`config.mk`:
```
export PLATFORM = sky130hd
export DESIGN_NAME = bus_write_arbiter
export DESIGN_NICKNAME = d
export VERILOG_FILES = /design/src/rtl/bus_write_arbiter_pkg.sv /design/src/rtl/bus_write_arbiter_rr_priority_pick.sv /design/src/rtl/bus_write_arbiter.sv
export SDC_FILE = /design/constraint.sdc
export NUM_CORES = 1
export LEC_CHECK = 0
export BUFFER_PORTS_ARGS = -buffer_cell sky130_fd_sc_hd__buf_2
export CORE_MARGIN = 8
export CORE_UTILIZATION = 49
export CTS_CLUSTER_DIAMETER = 100
export DETAILED_ROUTE_END_ITERATION = 16
export GPL_TIMING_DRIVEN = 0
export PLACE_DENSITY = 0.92
export SYNTH_ARGS = -nofsm -noshare
export SYNTH_HDL_FRONTEND = slang
export SYNTH_SLANG_ARGS = --single-unit
export TNS_END_PERCENT = 5
```
`constraint.sdc`:
```
create_clock -name clk -period 6.3 [get_ports clk]
set_clock_uncertainty 0.1 [all_clocks]
set_input_delay 1.26 -clock clk [delete_from_list [all_inputs] [get_ports clk]]
set_output_delay 1.26 -clock clk [all_outputs]
set_load 0.01 [all_outputs]
```
`src/rtl/bus_write_arbiter_pkg.sv`:
```
// Shared constants and helpers for the intra-PU bus write arbiter.
// Default geometry and the stuck-bus threshold live here.
package bus_write_arbiter_pkg;

    localparam int NUM_PE_DEF       = 8;
    localparam int DATA_LEN_DEF     = 16;
    localparam int BUS_ADDR_LEN_DEF = 3;
    localparam int STUCK_LIMIT_DEF  = 1024;

    // ceil(log2(value)), usable in parameter expressions
    function automatic int c_log_2(input int value);
        int r;
        r = 0;
        while ((1 << r) < value) begin
            r = r + 1;
        end
        return r;
    endfunction

endpackage

```
`src/rtl/bus_write_arbiter_rr_priority_pick.sv`:
```
// Round-robin priority pick: first set bit of elig at or above ptr,
// wrapping, via a double-width rotate-mask priority encoder.
module rr_priority_pick #(
    parameter int N = 8,
    parameter int W = 3
) (
    input  logic [N-1:0] elig,
    input  logic [W-1:0] ptr,
    output logic [N-1:0] win,
    output logic [W-1:0] win_idx
);

    localparam logic [N-1:0]   ONE_N  = N'(1);
    localparam logic [2*N-1:0] ONE_2N = (2*N)'(1);

    logic [N-1:0]   hi_mask;
    logic [2*N-1:0] dbl;
    logic [2*N-1:0] low;

    // lower half keeps bits >= ptr, upper half is the wrapped copy
    always_comb begin
        hi_mask = ~((ONE_N << ptr) - ONE_N);
        dbl     = {elig, elig & hi_mask};
        low     = dbl & (~dbl + ONE_2N);
        win     = low[N-1:0] | low[2*N-1:N];
        win_idx = '0;
        for (int i = 0; i < N; i++) begin
            if (win[i]) win_idx = W'(i);
        end
    end

endmodule

```
`src/rtl/bus_write_arbiter.sv`:
```
// Round-robin write scheduler for the shared intra-PU data bus.
// One word per cycle is granted and broadcast with its dest mask.
module bus_write_arbiter
    import bus_write_arbiter_pkg::*;
#(
    parameter int NUM_PE       = NUM_PE_DEF,
    parameter int DATA_LEN     = DATA_LEN_DEF,
    parameter int BUS_ADDR_LEN = BUS_ADDR_LEN_DEF,
    parameter int STUCK_LIMIT  = STUCK_LIMIT_DEF
) (
    input  logic                       clk,
    input  logic                       rstn,
    input  logic                       stall,
    input  logic [NUM_PE-1:0]          req,
    input  logic [NUM_PE*DATA_LEN-1:0] req_data,
    input  logic [NUM_PE*NUM_PE-1:0]   req_dst,
    input  logic [NUM_PE-1:0]          dst_full,
    output logic [NUM_PE-1:0]          gnt,
    output logic [DATA_LEN-1:0]        bus_data,
    output logic [BUS_ADDR_LEN-1:0]    bus_addr,
    output logic [NUM_PE-1:0]          bus_valid,
    output logic                       busy,
    output logic                       err_stuck
);

    localparam int CNT_W = c_log_2(STUCK_LIMIT) + 1;
    localparam logic [CNT_W-1:0] LIMIT = CNT_W'(STUCK_LIMIT);

    logic [NUM_PE-1:0]       elig;
    logic [BUS_ADDR_LEN-1:0] ptr;
    logic [BUS_ADDR_LEN-1:0] win_idx;
    logic [CNT_W-1:0]        blk_cnt;
    logic [CNT_W-1:0]        blk_nxt;
    logic                    any_gnt;
    logic                    busy_next;

    // eligible: requesting, nonzero mask, no targeted buffer full
    always_comb begin
        elig = '0;
        if (!stall) begin
            for (int i = 0; i < NUM_PE; i++) begin
                elig[i] = req[i]
                    && (|req_dst[i*NUM_PE +: NUM_PE])
                    && !(|(req_dst[i*NUM_PE +: NUM_PE] & dst_full));
            end
        end
    end

    rr_priority_pick #(
        .N (NUM_PE),
        .W (BUS_ADDR_LEN)
    ) u_pick (
        .elig    (elig),
        .ptr     (ptr),
        .win     (gnt),
        .win_idx (win_idx)
    );

    assign any_gnt   = |gnt;
    assign busy_next = |req;

    // blocked-cycle count: frozen by stall, cleared by grant or idle
    always_comb begin
        blk_nxt = blk_cnt;
        if (!stall) begin
            if (any_gnt || !busy_next) begin
                blk_nxt = '0;
            end else if (blk_cnt != LIMIT) begin
                blk_nxt = blk_cnt + 1'b1;
            end
        end
    end

    // round-robin pointer and the broadcast bus register
    always_ff @(posedge clk or negedge rstn) begin
        if (!rstn) begin
            ptr       <= '0;
            bus_data  <= '0;
            bus_addr  <= '0;
            bus_valid <= '0;
        end else if (any_gnt) begin
            ptr       <= win_idx + 1'b1;
            bus_data  <= req_data[win_idx*DATA_LEN +: DATA_LEN];
            bus_addr  <= win_idx;
            bus_valid <= req_dst[win_idx*NUM_PE +: NUM_PE];
        end else begin
            bus_valid <= '0;
        end
    end

    // pending-work flag, stuck counter and its sticky error
    always_ff @(posedge clk or negedge rstn) begin
        if (!rstn) begin
            busy      <= 1'b0;
            blk_cnt   <= '0;
            err_stuck <= 1'b0;
        end else begin
            busy      <= busy_next;
            blk_cnt   <= blk_nxt;
            err_stuck <= err_stuck | (blk_nxt == LIMIT);
        end
    end

endmodule

```
==> metrics.md, run 1 <==
| Metric | Value |
|---|---|
| Status | complete, no violations |
| Met1 wire length | 6820 um |
| Worst path arrival time | 3550 ps |
| Post-synth EDFFs | 0 |
| Met3 Wirelength | 1790 um |
| ANT cells | 0 |
| Commonest non-fill, non-tap cell in the layout | buf_2 |
| Hpwl dp | 15500 um |
| Filler cell count | 753 |
| Metal2 WL | 9440 um |
| Peak Freq | 204 MHz |
| Top layer in use | met4 |
| DP Worst Slack | 1460 ps |
| DRT iter0 DRCs | 450 |
| Routed wire length | 18600 um |
| Initial cell density of the core | 49.4% |
| Clk Latency, worst-skew pair | 300 ps |
| Clock Path Buffers | 2 |
| Die Width | 111 um |
| Post-synthesis instance area | 0.00446 mm^2 |
| Yosys cell types | 73 |
| Fin Setup TNS | 0 ps |
| Vias per inst | 6.60 |
| Max_cap viols | 0 |
| Post-route ant nets | 0 |
| Core Region | 0.00902 mm^2 |
| I/O pin count | 248 |
| Cts hold-fix bufs | 0 |
| Slew Viols, Final | 0 |
| Relative slew margins | 35.1% |
| GPL Wtd Cong | 1.00 |
| Synth Register Bits | 43 |
| Largest net degree at the start of global routing | 44 |
| Pwr dens | 226 mW/mm^2 |
| Adder-Cell Fraction of Synth Area | 0.842% |
| Largest family of logic cells by synthesized area | compound AO/OA/AOI/OAI gates |
| Total CTS buffers | 5 |
| Max VDD drop | 133 uV |
| Root Driver | clkbuf_8 |
| First-pass GRT wire length | 29300 um |
| Setup CP Type | primary input to output port |
| Number of setup violations in the final report | 0 |
| GRT Overall Usage | 28.6% |
| Startpoint class of the critical path | primary input |
| CTS resizes | 0 |
| Leakage | 0.00282 uW |
| Clock-pin slew on the worst setup and hold paths | 90 ps |
| Die Span Y | 111 um |
| Seq/Total Area, Yosys | 24.1% |
| Final nets | 910 |
| HP Class | flop to flop |
| Initial antenna violation count | 0 |
| Actual slew at the worst max-slew pin | 973 ps |
| Post-synthesis mux area share | 24.6% |
| Highest-count cells in the layout ignoring fill and taps | buf_2 (249), dfrtp_1 (43), mux4_2 (30), nand2_1 (29), clkbuf_1 (24) |
| Syn_area_per_cell | 9.90 um^2 |
| Mapped Cells | 450 |
| P&R area growth vs syn | 32.0% |
| Crit share post-route | 77.9% |
| Average wire per cell in the routed design | 23.0 um |
| Die Area | 0.0124 mm^2 |
| Endpoints failing hold | 0 |
| Yosys warning total | 0 |
| Postcts setup bufs | 0 |
| Syn nets | 664 |
| Post-route DRC | 0 |
| Final Power | 1330 uW |
| Htree depth | 2 |
| Fraction of registers with async set/reset | 100% |
| CP max FO | 9 |
| Post-route insts no fill | 808 |
| Overflow after GRT | 0 |
| Fin crit period | 4910 ps |
| RSZ-0062 raised after global routing | no |
| DR pass1 iterations | 6 |
| Core Util, Final | 65.2% |
| Simple-Gate Fraction of Synth Area | 18.4% |
| Compound-Gate Fraction of Synth Area | 24.9% |
| Row cnt | 35 |
| I/O Buffers | 239 |
| Data required time at the worst endpoint | 4940 ps |
| Critical Path Sink Type | output port |
| Placed cell count | 800 |
| Number of global-route vias before repair | 5706 |
| Most used DFF post-synth | dfrtp_1 |
| TritonCTS clock tree | yes |
| Layout cells sized above 1 | 47.2% |
| Final worst slack | 1390 ps |
| Vias | 5332 |
| Synth Area in XOR/XNOR | 1.77% |
| Clock Sinks | 43 |
==> per-layer routing <==
| metal | up-vias | global-route usage (%) |
|---|---|---|
| met5 | - | 0 |
| met4 | 0 | 11.6 |
| met3 | 55 | 6.88 |
| met2 | 357 | 49.2 |
| met1 | 2587 | 33.4 |
| li1 | 2333 | - |
==> registers in the layout, summed over array words and instances (netlist names) <==
| register | flops |
|---|---|
| bus_data | 16 |
| blk_cnt | 11 |
| bus_valid | 8 |
| bus_addr | 3 |
| ptr | 3 |
| busy | 1 |
| err_stuck | 1 |
==> path summary, 6_finish.rpt <==
path	from	to	slack (ps)	cells after the start
max	req_dst[24]	gnt[1]	1390	8
min	err_stuck$_DFF_PN0_	err_stuck$_DFF_PN0_	380	1
max reg2reg	ptr[1]$_DFFE_PN0P_	bus_data[13]$_DFFE_PN0P_	2590	10
min reg2reg	err_stuck$_DFF_PN0_	err_stuck$_DFF_PN0_	380	1
max in group asynchronous	rstn	bus_valid[5]$_DFF_PN0_	4480	1
min in group asynchronous	rstn	bus_data[14]$_DFFE_PN0P_	1000	1
==> logic make-up after synthesis <==
family                     after synthesis
buffers and inverters                   52
DFF                                     43
adders and majority gates                3
AOI/OAI and AO/OA                      131
muxes                                   68
xor gates and xnor gates                 9
and+or+nand+nor                        144
==> worst max-delay path, cell delays in order <==
cell and delay (ps):
buf_2 120, or4_1 530, o21ai_1 220, nor3_1 140, nor2_1 240, o311ai_4 200, o41ai_1 590, buf_2 240
==> per-stage QoR <==
| stage | instance area, um^2 | hold WS [ps] |
|---|---|---|
| 2_1_floorplan | 4460 | 413 |
| 3_3_place_gp | 5790 | 361 |
| 3_5_place_dp | 5790 | 360 |
| 4_1_cts | 5880 | 384 |
| 5_1_grt | 5880 | 400 |
| 6_report | 5880 | 382 |
==> power by group <==
| part | internal [uW] | total, uW | switching, uW |
|---|---|---|---|
| Combinational | 339 | 711 | 373 |
| Sequential | 367 | 431 | 64.0 |
| Clock | 79.5 | 188 | 108 |
==> synthesized netlist by cell type (4+ instances only) <==
master / count / area share, %
nor2_1: 17 / 1.4
buf_2: 10 / 1.1
nand4_1: 6 / 0.84
mux2_1: 12 / 3.0
xor2_1: 5 / 0.98
inv_1: 12 / 1.0
nor4_1: 15 / 2.1
o21ai_0: 10 / 1.1
dfrtp_1: 43 / 24
nor2b_1: 6 / 0.84
mux2_2: 20 / 5.1
a222oi_1: 8 / 1.8
a211oi_1: 5 / 0.84
a22oi_1: 13 / 2.2
a32o_1: 14 / 3.1
nand3b_1: 6 / 1.0
nand3_1: 9 / 1.0
mux2i_1: 6 / 1.3
and3_1: 19 / 2.7
xnor2_1: 4 / 0.79
or4_1: 8 / 1.3
a21oi_1: 9 / 1.0
or2_2: 4 / 0.56
mux4_2: 30 / 15
a22o_1: 10 / 2.0
a211o_1: 15 / 2.9
o21ai_1: 4 / 0.45
nand2_1: 29 / 2.4
nor3_1: 5 / 0.56
clkbuf_1: 24 / 2.0
==> final cells by class <==
type / count / area (um^2) / share of cell area (%)
buffer: 39 / 185 / 3.15
clock buffer: 5 / 68.8 / 1.17
clock inverter: 3 / 23.8 / 0.404
inverter: 13 / 51.3 / 0.872
multi-input combinational: 355 / 3140 / 53.4
sequential: 43 / 1080 / 18.3
tap: 111 / 139 / 2.36
timing repair buffer: 239 / 1200 / 20.3
Power figures use the tool's default switching activity.
==> run 2, diff against run 1 <==
CORE_UTILIZATION = 46   (was 49)
PLACE_DENSITY = 0.88   (was 0.92)
clock period = 4.95 ns   (was 6.3 ns; I/O delays follow)
==> run 2 against run 1 <==
  * Hold slack worse by 6.6 ps
  * Die area is 5.6% higher
  * Non-clock buffer count stayed put
  * Setup slack worse by 900 ps
  * Design area is 0.34% higher
  * Largest cell class unchanged
  * Sequential power is 25% higher
  * Critical path depth stayed put
==> metrics.md, run 2 (same netlist as run 1, synthesis figures left out) <==
| Metric | Value |
|---|---|
| Die Width | 114 um |
| Startpoint class of the critical path | primary input |
| I/O Buffers | 239 |
| Post-route ant nets | 0 |
| Slowest cell on crit path | o41ai_1 |
| Pwr dens | 283 mW/mm^2 |
| FF-to-FF End | bus_data[13]$_DFFE_PN0P_ |
| Core Util, Final | 61.5% |
| Die Area | 0.0131 mm^2 |
| Cts hold-fix bufs | 0 |
| Crit share post-route | 90.1% |
| Final nets | 910 |
| Worst R2R Path Depth | 10 |
| Initial cell density of the core | 46.5% |
| CP max FO | 9 |
| Crit path top cell by count | buf_2 |
| DR pass1 iterations | 5 |
| HP Class | flop to flop |
| Overflow after GRT | 0 |
| Leakage | 0.00282 uW |
| Clock Sinks | 43 |
| Crit path from | req_dst[28] |
| R2R setup slack | 1240 ps |
| Reg2reg start | ptr[1]$_DFFE_PN0P_ |
| Max reg flops | 16 |
| CTS resizes | 0 |
| HP Start | bus_addr[1]$_DFFE_PN0P_ |
| Number of global-route vias before repair | 5277 |
| Vias per inst | 6.24 |
| Crit-path cells | buf_2 -> or4_1 -> o21ai_1 -> nor3_1 -> nor2_1 -> o311ai_4 -> o41ai_1 -> buf_2 |
| First-pass GRT wire length | 28300 um |
| CP peak stage delay | 610 ps |
| DRT iter0 DRCs | 463 |
| Max VDD drop | 146 uV |
| Number of setup violations in the final report | 0 |
| Initial antenna violation count | 0 |
| Root Driver | clkbuf_8 |
| Worst Hold End | bus_addr[1]$_DFFE_PN0P_ |
| Setup CP Type | primary input to output port |
| Largest registers | bus_data: 16 flops, blk_cnt: 11 flops, bus_valid: 8 flops |
| Clk Latency, worst-skew pair | 300 ps |
| Fin Setup TNS | 0 ps |
| GRT Overall Usage | 27.2% |
| Hpwl dp | 15500 um |
| Average wire per cell in the routed design | 22.2 um |
| Clock-pin slew on the worst setup and hold paths | 80 ps |
| Total CTS buffers | 5 |
| Peak Freq | 224 MHz |
| Largest net degree at the start of global routing | 44 |
| TritonCTS clock tree | yes |
| Die Span Y | 114 um |
| Slew Viols, Final | 0 |
| Status | complete, no violations |
| Commonest non-fill, non-tap cell in the layout | buf_2 |
| Vias | 5181 |
| Routed wire length | 18500 um |
| I/O pin count | 248 |
| Critical Path Sink Type | output port |
| GPL Wtd Cong | 1.02 |
| Worst path arrival time | 3370 ps |
| P&R area growth vs syn | 32.5% |
| Row cnt | 36 |
| Max_cap viols | 0 |
| RSZ-0062 raised after global routing | no |
| ANT cells | 0 |
| Htree depth | 2 |
| Worst hold stages | 1 |
| Core Region | 0.00959 mm^2 |
| Actual slew at the worst max-slew pin | 955 ps |
| Layout cells sized above 1 | 47.1% |
| Highest-count cells in the layout ignoring fill and taps | buf_2 (249), dfrtp_1 (43), mux4_2 (30), nand2_1 (29), clkbuf_1 (25) |
| Post-route DRC | 0 |
| Clock Path Buffers | 2 |
| Data required time at the worst endpoint | 3860 ps |
| Postcts setup bufs | 0 |
| CP top delay family | compound AO/OA/AOI/OAI gates |
| Fin crit period | 4460 ps |
| Endpoints failing hold | 0 |
| Largest reg by FF count | bus_data |
| Worst path bufs/invs | 2 |
| Relative slew margins | 36.3% |
[run 2: layout make-up]
class | instances | area [um^2]
repair buffers | 239 | 1200
inverters | 13 | 51.3
plain buffers | 39 | 185
clock inverters | 2 | 12.5
flip-flops and latches | 43 | 1080
fillers | 821 | 3690
multi-input cells | 355 | 3140
well taps | 133 | 166
clock buffers | 6 | 72.6
[run 2: stage by stage]
step	hold slack [ps]	power (uW)	instances	setup WS (ps)	instance area (um^2)
after detailed placement	360	1440	822	333	5820
after global routing	401	1780	830	285	5900
after global placement	358	1420	822	357	5820
after CTS	379	1670	830	547	5900
after floorplan	413	1100	450	994	4460
final	375	1670	830	491	5900
[run 2: how the worst max path moves through the flow]
stage | endpoint | slack (ps) | cells past startpoint
finish | gnt[1] | 490 | 8
global route | gnt[1] | 280 | 8
CTS | gnt[1] | 550 | 8
detailed placement | bus_data[14]$_DFFE_PN0P_ | 330 | 11
global placement | bus_data[8]$_DFFE_PN0P_ | 360 | 11
floorplan | bus_data[11]$_DFFE_PN0P_ | 990 | 11
[run 2: power by group]
group | internal (uW) | switching (uW)
clock network | 98.7 | 123
registers | 468 | 72.9
logic | 431 | 478
total | 997 | 675
[run 2: per-layer routing]
layer | track usage [%] | share of wire [%]
met4 | 9.14 | 2.6
met1 | 34.0 | 38
met5 | 0 | 0
met3 | 4.43 | 7.9
met2 | 46.5 | 51
